`src/rtl/uart_rx_if.sv`:
```
// uart_rx_if -- serial line and receive-result bundle for uart_rx.
//
// Signals:
//   RxD           serial line (8N1, idle high, LSB first)
//   data[7:0]     last correctly framed byte
//   valid         one-cycle pulse, data updated
//   framing_error one-cycle pulse, stop bit sampled low
//   busy          receiver not idle
//
// Modports:
//   master  line driver / result consumer (drives RxD)
//   slave   receiver (drives data, valid, framing_error, busy)
interface uart_rx_if;
  logic       RxD;
  logic [7:0] data;
  logic       valid;
  logic       framing_error;
  logic       busy;

  modport master (
    output RxD,
    input  data,
    input  valid,
    input  framing_error,
    input  busy
  );

  modport slave (
    input  RxD,
    output data,
    output valid,
    output framing_error,
    output busy
  );
endinterface

```
`src/rtl/uart_rx.sv`:
```
// uart_rx -- 8N1 UART receiver with mid-bit sampling.
//
// Ports:
//   clk    system clock, all state on rising edge
//   reset  asynchronous active-low reset
//   rx     uart_rx_if.slave: RxD in; data, valid, framing_error, busy out
//
// Parameter:
//   CLKS_PER_BIT  clk cycles per bit, 8..16383 (default 100 MHz / 9600 baud)
//
// Build option:
//   UART_RX_MAJORITY_EN  when defined, each sample is the 2-of-3 majority of
//                        the synchronized line at terminal-2, terminal-1 and
//                        terminal count; otherwise the single value at the
//                        terminal count is used. Latency is identical.
//
// state | meaning
// ------+------------------------------------------------------------
// IDLE  | line idle, waiting for a falling edge
// START | timing to mid start bit, confirming it is still low
// DATA  | sampling 8 data bits at mid-bit, LSB first
// STOP  | sampling the stop bit at mid-bit
// BREAK | stop bit was low; wait for the line to return high
module uart_rx #(
  parameter int CLKS_PER_BIT = 10416
) (
  input  logic     clk,
  input  logic     reset,
  uart_rx_if.slave rx
);

  typedef enum logic [2:0] {
    IDLE  = 3'd0,
    START = 3'd1,
    DATA  = 3'd2,
    STOP  = 3'd3,
    BREAK = 3'd4
  } state_t;

  localparam logic [13:0] C_BIT_LAST  = 14'(CLKS_PER_BIT - 1);
  localparam logic [13:0] C_HALF_LAST = 14'(CLKS_PER_BIT / 2 - 1);

  state_t      r_state;
  logic [13:0] r_cnt;
  logic [2:0]  r_bit;
  logic [7:0]  r_shift;
  logic [7:0]  r_data;
  logic        r_valid;
  logic        r_ferr;
  logic        r_busy;
  logic [1:0]  r_sync;
  logic        w_rxd_s;
  logic        w_sample;

  // Two-flop synchronizer; resets to the idle (high) line level so a reset
  // release never looks like a start edge.
  always_ff @(posedge clk or negedge reset) begin
    if (!reset) r_sync <= 2'b11;
    else        r_sync <= {r_sync[0], rx.RxD};
  end

  assign w_rxd_s = r_sync[1];

`ifdef UART_RX_MAJORITY_EN
  // r_hist[1] holds rxd_s from two cycles ago, r_hist[0] from one cycle ago,
  // so at a terminal count the three votes are terminal-2, -1 and terminal.
  logic [1:0] r_hist;

  always_ff @(posedge clk or negedge reset) begin
    if (!reset) r_hist <= 2'b11;
    else        r_hist <= {r_hist[0], w_rxd_s};
  end

  assign w_sample = (r_hist[1] & r_hist[0]) |
                    (r_hist[1] & w_rxd_s)   |
                    (r_hist[0] & w_rxd_s);
`else
  assign w_sample = w_rxd_s;
`endif

  always_ff @(posedge clk or negedge reset) begin
    if (!reset) begin
      r_state <= IDLE;
      r_cnt   <= '0;
      r_bit   <= '0;
      r_shift <= '0;
      r_data  <= 8'h00;
      r_valid <= 1'b0;
      r_ferr  <= 1'b0;
      r_busy  <= 1'b0;
    end else begin
      r_valid <= 1'b0;
      r_ferr  <= 1'b0;
      case (r_state)
        IDLE: begin
          r_cnt <= '0;
          r_bit <= '0;
          if (!w_rxd_s) begin
            r_state <= START;
            r_busy  <= 1'b1;
          end
        end

        START: begin
          if (r_cnt == C_HALF_LAST) begin
            r_cnt <= '0;
            r_bit <= '0;
            if (!w_sample) begin
              r_state <= DATA;
            end else begin
              // Start bit gone high by mid-bit: treat as a glitch.
              r_state <= IDLE;
              r_busy  <= 1'b0;
            end
          end else begin
            r_cnt <= r_cnt + 14'd1;
          end
        end

        DATA: begin
          if (r_cnt == C_BIT_LAST) begin
            r_cnt   <= '0;
            r_shift <= {w_sample, r_shift[7:1]};
            r_bit   <= r_bit + 3'd1;
            if (r_bit == 3'd7) r_state <= STOP;
          end else begin
            r_cnt <= r_cnt + 14'd1;
          end
        end

        STOP: begin
          if (r_cnt == C_BIT_LAST) begin
            r_cnt <= '0;
            // Leaving at mid-stop-bit leaves half a bit of margin to catch
            // a back-to-back start edge.
            if (w_sample) begin
              r_data  <= r_shift;
              r_valid <= 1'b1;
              r_state <= IDLE;
              r_busy  <= 1'b0;
            end else begin
              r_ferr  <= 1'b1;
              r_state <= BREAK;
            end
          end else begin
            r_cnt <= r_cnt + 14'd1;
          end
        end

        BREAK: begin
          r_cnt <= '0;
          if (w_rxd_s) begin
            r_state <= IDLE;
            r_busy  <= 1'b0;
          end
        end

        default: begin
          r_state <= IDLE;
          r_cnt   <= '0;
          r_bit   <= '0;
          r_busy  <= 1'b0;
        end
      endcase
    end
  end

  assign rx.data          = r_data;
  assign rx.valid         = r_valid;
  assign rx.framing_error = r_ferr;
  assign rx.busy          = r_busy;

endmodule

```
`src/flat_wrapper.sv`:
```
// flat-port wrapper written by rule: the top's interface ports become plain ports
module uart_rx_flat 
#(
  parameter int CLKS_PER_BIT = 10416
)
  (clk, reset, rx_RxD, rx_data, rx_valid, rx_framing_error, rx_busy);
  uart_rx_if rx_i ();
  input  logic clk;
  input  logic reset;
  input wire logic [$bits(rx_i.RxD)-1:0] rx_RxD;
  output wire logic [$bits(rx_i.data)-1:0] rx_data;
  output wire logic [$bits(rx_i.valid)-1:0] rx_valid;
  output wire logic [$bits(rx_i.framing_error)-1:0] rx_framing_error;
  output wire logic [$bits(rx_i.busy)-1:0] rx_busy;
  assign rx_i.RxD = rx_RxD;
  assign rx_data = rx_i.data;
  assign rx_valid = rx_i.valid;
  assign rx_framing_error = rx_i.framing_error;
  assign rx_busy = rx_i.busy;
  uart_rx #(.CLKS_PER_BIT(CLKS_PER_BIT)) u_core (.clk(clk), .reset(reset), .rx(rx_i));
endmodule
```
`config.mk`:
```
export PLATFORM = sky130hd
export DESIGN_NAME = uart_rx_flat
export DESIGN_NICKNAME = d
export VERILOG_FILES = /design/src/rtl/uart_rx_if.sv /design/src/rtl/uart_rx.sv /design/src/flat_wrapper.sv
export SDC_FILE = /design/constraint.sdc
export NUM_CORES = 1
export LEC_CHECK = 0
export ABC_AREA = 1
export CAP_MARGIN = 20
export CORE_ASPECT_RATIO = 1.5
export CORE_MARGIN = 4
export CORE_UTILIZATION = 50
export CTS_CLUSTER_DIAMETER = 100
export DETAILED_ROUTE_END_ITERATION = 10
export HOLD_SLACK_MARGIN = 0.1
export MAX_ROUTING_LAYER = met4
export PLACE_DENSITY_LB_ADDON = 0.05
export SYNTH_ARGS = -nofsm -noshare
export SYNTH_HDL_FRONTEND = slang
export SYNTH_SLANG_ARGS = --single-unit
```
`constraint.sdc`:
```
create_clock -name clk -period 5 [get_ports clk]
set_clock_uncertainty 0.2 [all_clocks]
set_input_delay 1 -clock clk [delete_from_list [all_inputs] [get_ports clk]]
set_output_delay 1 -clock clk [all_outputs]
set_load 0.005 [all_outputs]
```
### After elaboration in Yosys (flattened, before gate mapping)

Index checks and enable logic that the tools add are counted.

* order comparisons: 0
* bitwise operators: 2
* reduce and logical (&&, ||, !) cells: 8
* shift-type cells: 0
* eq/ne operators: 13
* $mul: 0
* div/mod/pow operators: 0
* muxes and demuxes: 26
* add/sub/neg operators: 2

Operators by type and width (count)
* 14-bit 2-to-1 mux: 2
* 14-bit case mux with 2 select lines: 1
* 3-bit 2-to-1 mux: 9
* 3-bit case mux with 5 select lines: 1
* 14-bit by 1-bit adder with 14-bit output, second input constant: 1
* 14-bit by 13-bit == test with 1-bit output, second input constant: 1
* 14-bit == test, second input constant: 1
* 1-bit 2-to-1 mux: 10
* 2-bit by 1-bit != test with 1-bit output, second input constant: 5
* 3-bit case mux with 3 select lines: 1
* 3-bit by 2-bit == test with 1-bit output, second input constant: 2
* 3-bit == test, second input constant: 2
* 3-bit AND reduction: 2
* 6-bit AND reduction: 1
* 1-bit case mux with 5 select lines: 1
* 4-bit AND reduction: 1
* 2-bit OR reduction: 2
* 3-bit by 1-bit adder with 3-bit output, second input constant: 1
* 3-bit by 1-bit == test with 1-bit output, second input constant: 1
* 3-bit zero test: 1
* 2-bit 2-to-1 mux: 1
* 2-bit != test, second input constant: 1
* 1-bit NOT: 2
* 2-bit AND reduction: 1

* RAM bits: 0
* ROM bits: 0
* bits in registers: 41
* output and inout port bits: 11
* memories: 0
* latch bits: 0

### Depth between registers and ports, before layout

* depth after elaboration: 4
* depth in mapped cells: 11

### Worst setup path after synthesis

No wires, ideal clock.

* path type: register -> register
* start: reg u_core.r_cnt[0]
* end: reg u_core.r_data[5], in the netlist u_core.rx.data[5]
* required time: 4.682 ns
* arrival time: 1.356 ns
* cell stages (with the launch flop): 8
* period minus slack after synthesis: 1.675 ns
* slack: 3.325 ns
* path through: dfrtp_1 > ha_1 > nand3_4 > nor3_4 > nand3_2 > buf_6 > nand2_2 > o21ai_2

* longest elaborated chain between the ends: 2

Ends and longest elaborated chain
* start, declared: RTL line uart_rx.sv:44 `logic [13:0] r_cnt;`
* start signal, assigned: RTL line uart_rx.sv:116 `r_cnt <= r_cnt + 14'd1;`
* start signal, assigned: RTL line uart_rx.sv:127 `r_cnt <= r_cnt + 14'd1;`
* start signal, assigned: RTL line uart_rx.sv:146 `r_cnt <= r_cnt + 14'd1;`
* 14-bit == test: RTL line uart_rx.sv:132 `if (r_cnt == C_BIT_LAST) begin`
* 3-bit AND reduction (no line)
* end signal, assigned: RTL line uart_rx.sv:137 `r_data <= r_shift;`
* end, declared: RTL line uart_rx.sv:47 `logic [7:0] r_data;`

No other way between the ends.
A chain may end at the register's enable or synchronous reset.

### Final worst setup path

* start: reg u_core.r_data[5], in the netlist u_core.rx.data[5]
* end: out rx_data[5]

RTL lines
* end, declared: RTL line flat_wrapper.sv:11 `output wire logic [$bits(rx_i.data)-1:0] rx_data;`

No word-level cell between the ends.

==> flow_summary_export.csv <==
group,metric,value,unit
status,status,"finished clean",
worst_setup_path,worstPathArrival,1.16,ns
final_layout,fin_nets,270,
timing,setup_tns,0,ns
die,ios,14,
worst_setup_path,slowest_delay,0.50,ns
final_layout,area_delta_synth_final,11.2,%
final_layout,diodes,0,
timing,period_minus_slack,2.36,ns
grt,antenna_found_initial,0,
timing,timing.final.crit_share,47.2,%
final_layout,final_common_cell,"nand2_1",
placed_design,port_buffers,13,
cts,cts_buffer_depth,2,
flow_run,drv_cap,0,
min_path,holdPathStages,0,
die,die_h,87.3,um
pwr,peakVddDrop,0.000212,V
pwr,p_leak,1.11,nW
yosys,ys_seq_area_share,49.0,%
final_layout,final_cell_mix,"nand2_1, dfrtp_1, inv_1",
cts,clk_latency,0.29,ns
timing,setup_viol,0,
cts,cts_resized,0,
route,first_pass_iters,4,
final_layout,fin_cells,309,
worst_setup_path,timing.rr.end,"u_core.rx.data[1]",
yosys,synth_area,2100,um^2
timing,finalMaxSlewViolations,0,
placed_design,place_congestion,0.869,
grt,grt_pass1_vias,1492,
route,drc,0,
die,core-area,3990,um^2
timing,slew_headroom,41.4,%
placed_design,placed_cell_area,2240,um^2
cts,clkSinkCount,41,
cts,clkTransAtPathRegs,0.08,ns
die,rows,28,
worst_setup_path,slowest_stage,"clkdlybuf4s50_1",
grt,grt_use_total,17.2,%
die,initial_core_util,52.5,%
grt,overflow,0,
final_layout,fillerInstances,397,
route,wl_per_cell,12.1,um
placed_design,place_inst,301,
yosys,synth_cells,247,
pwr,powerDensity,240,nW/um^2
worst_setup_path,worst_r2r_path_depth,6,
min_path,hold_class,"reg -> reg",
worst_setup_path,cp.depth,1,
worst_setup_path,regToRegStartpoint,"u_core.r_cnt[0]",
timing,worst_slack,2.64,ns
timing,fmax,0.423,GHz
final_layout,final_cell_area,2330,um^2
cts,postCtsSetupBuffers,0,
final_layout,fin_util,58.4,%
die,die_w,60.9,um
timing,rsz0062_at_grt,"no",
worst_setup_path,r2r_slack,3.01,ns
min_path,worstHoldEndpoint,"u_core.r_sync[1]",
cts,ctsHoldBuffers,0,
yosys,synth_cell_types,29,
timing,hold_viol,0,
placed_design,pre_cts_ws,2.95,ns
yosys,ys_top_cells_by_area,"dfrtp_1, nand2_1, o21ai_2",
cts,cts_tree,"yes",
route,detailroute.via_count,1542,
timing,tightest_slew,0.879,ns
route,ant_nets,0,
worst_setup_path,crit_buf_inv,1,
route,drtIter0Drc,68,
yosys,synth_warnings,0,
worst_setup_path,cp-end-kind,"primary output",
die,fp.dieArea,5320,um^2
worst_setup_path,cp.required,3.80,ns
worst_setup_path,crit_path_start_kind,"flip-flop",
yosys,yosysTopAreaCell,"dfrtp_1",
yosys,ys_ff_latch,41,
yosys,synth_area_per_cell,8.49,um^2
yosys,synth_fp_nets,254,
placed_design,place_hpwl,2.68,mm
grt,grt_pass1_wl,6.76,mm
cts,cts_inserted_buffers,5,
worst_setup_path,path_delay_family,"buffers and inverters",
cts,cts-root-buf,"clkbuf_8",
grt,grt_max_degree,42,
route,drt-total-wl,3.73,mm
final_layout,drive_gt1_share,15.9,%
route,vias_per_cell,4.99,
yosys,synth_top_area_share,46.5,%
worst_setup_path,path_cells,"clkdlybuf4s50_1",
min_path,min-delay-start,"u_core.r_sync[0]",
worst_setup_path,crit_type,"reg -> out",
cts,cts_max_level,2,
worst_setup_path,cp_max_fo,2,
==> sequential cells by signal, indices dropped and copies added (netlist names) <==
register                 flops
u_core.rx.data               8
u_core.r_shift               8
u_core.rx.framing_error      1
u_core.r_bit                 3
u_core.rx.valid              1
u_core.r_cnt                14
u_core.r_state               3
u_core.rx.busy               1
u_core.r_sync                2
==> per-stage QoR <==
stage / hold slack [ns] / total power, mW
after detailed placement: 0.148 / 0.349
after global placement: 0.147 / 0.349
after CTS: 0.161 / 0.568
after global routing: 0.163 / 0.579
final: 0.160 / 0.559
after floorplan: 0.145 / 0.341
==> cells in the mapped netlist <==
cell type / count
a21oi_1: 5
buf_2: 1
buf_4: 1
buf_6: 2
clkinv_1: 1
dfrtp_1: 39
dfstp_2: 2
ha_1: 4
inv_1: 32
inv_2: 3
nand2_1: 67
nand2_2: 4
nand3_1: 9
nand3_2: 2
nand3_4: 1
nand3b_1: 2
nand4_1: 5
nand4_2: 1
nor2_1: 27
nor2_2: 5
nor3_1: 3
nor3_4: 1
nor3b_1: 2
o21ai_0: 3
o21ai_2: 15
o21bai_1: 2
or2_0: 2
xnor2_1: 1
xor2_1: 5
==> cell families after synthesis <==
logic type	Yosys count	share of synthesized area, %
simple gates	131	29.1
flops	41	49.0
buf+inv	40	8.11
compound gates	25	8.89
xor+xnor	6	2.51
fa+ha+maj	4	2.39
==> where the power goes <==
group / internal [mW] / total [mW] / leakage [nW] / switching [mW]
registers: 0.333 / 0.333 / 0.546 / 0.000709
clock network: 0.0984 / 0.218 / 0.0374 / 0.119
logic: 0.00120 / 0.00825 / 0.522 / 0.00705
==> worst max-delay path by stage <==
stage                            from  slack (ns)           endpoint
floorplan             u_core.r_cnt[0]        3.33  u_core.rx.data[5]
global placement    u_core.rx.data[5]        2.96         rx_data[5]
finish              u_core.rx.data[5]        2.64         rx_data[5]
detailed placement  u_core.rx.data[5]        2.95         rx_data[5]
CTS                 u_core.rx.data[5]        2.62         rx_data[5]
global route        u_core.rx.data[5]        2.58         rx_data[5]
==> final cells by class <==
class / instances / area (um^2) / share of cell area (%)
clock buffers: 6 / 72.6 / 3.11
well taps: 45 / 56.3 / 2.42
flip-flops and latches: 41 / 1030 / 44.1
repair buffers: 13 / 125 / 5.37
multi-input cells: 166 / 898 / 38.5
clock inverters: 2 / 15.0 / 0.644
inverters: 36 / 135 / 5.80
==> per-layer routing <==
metal  vias up  track usage, %  share of wire (%)
li1        798               -                  -
met1       720            21.8                 46
met2        17            27.0                 50
met3         7            3.12                2.1
met4         0            6.90                1.8
met5         -               -                  0
(Power assumes the default switching activity.)
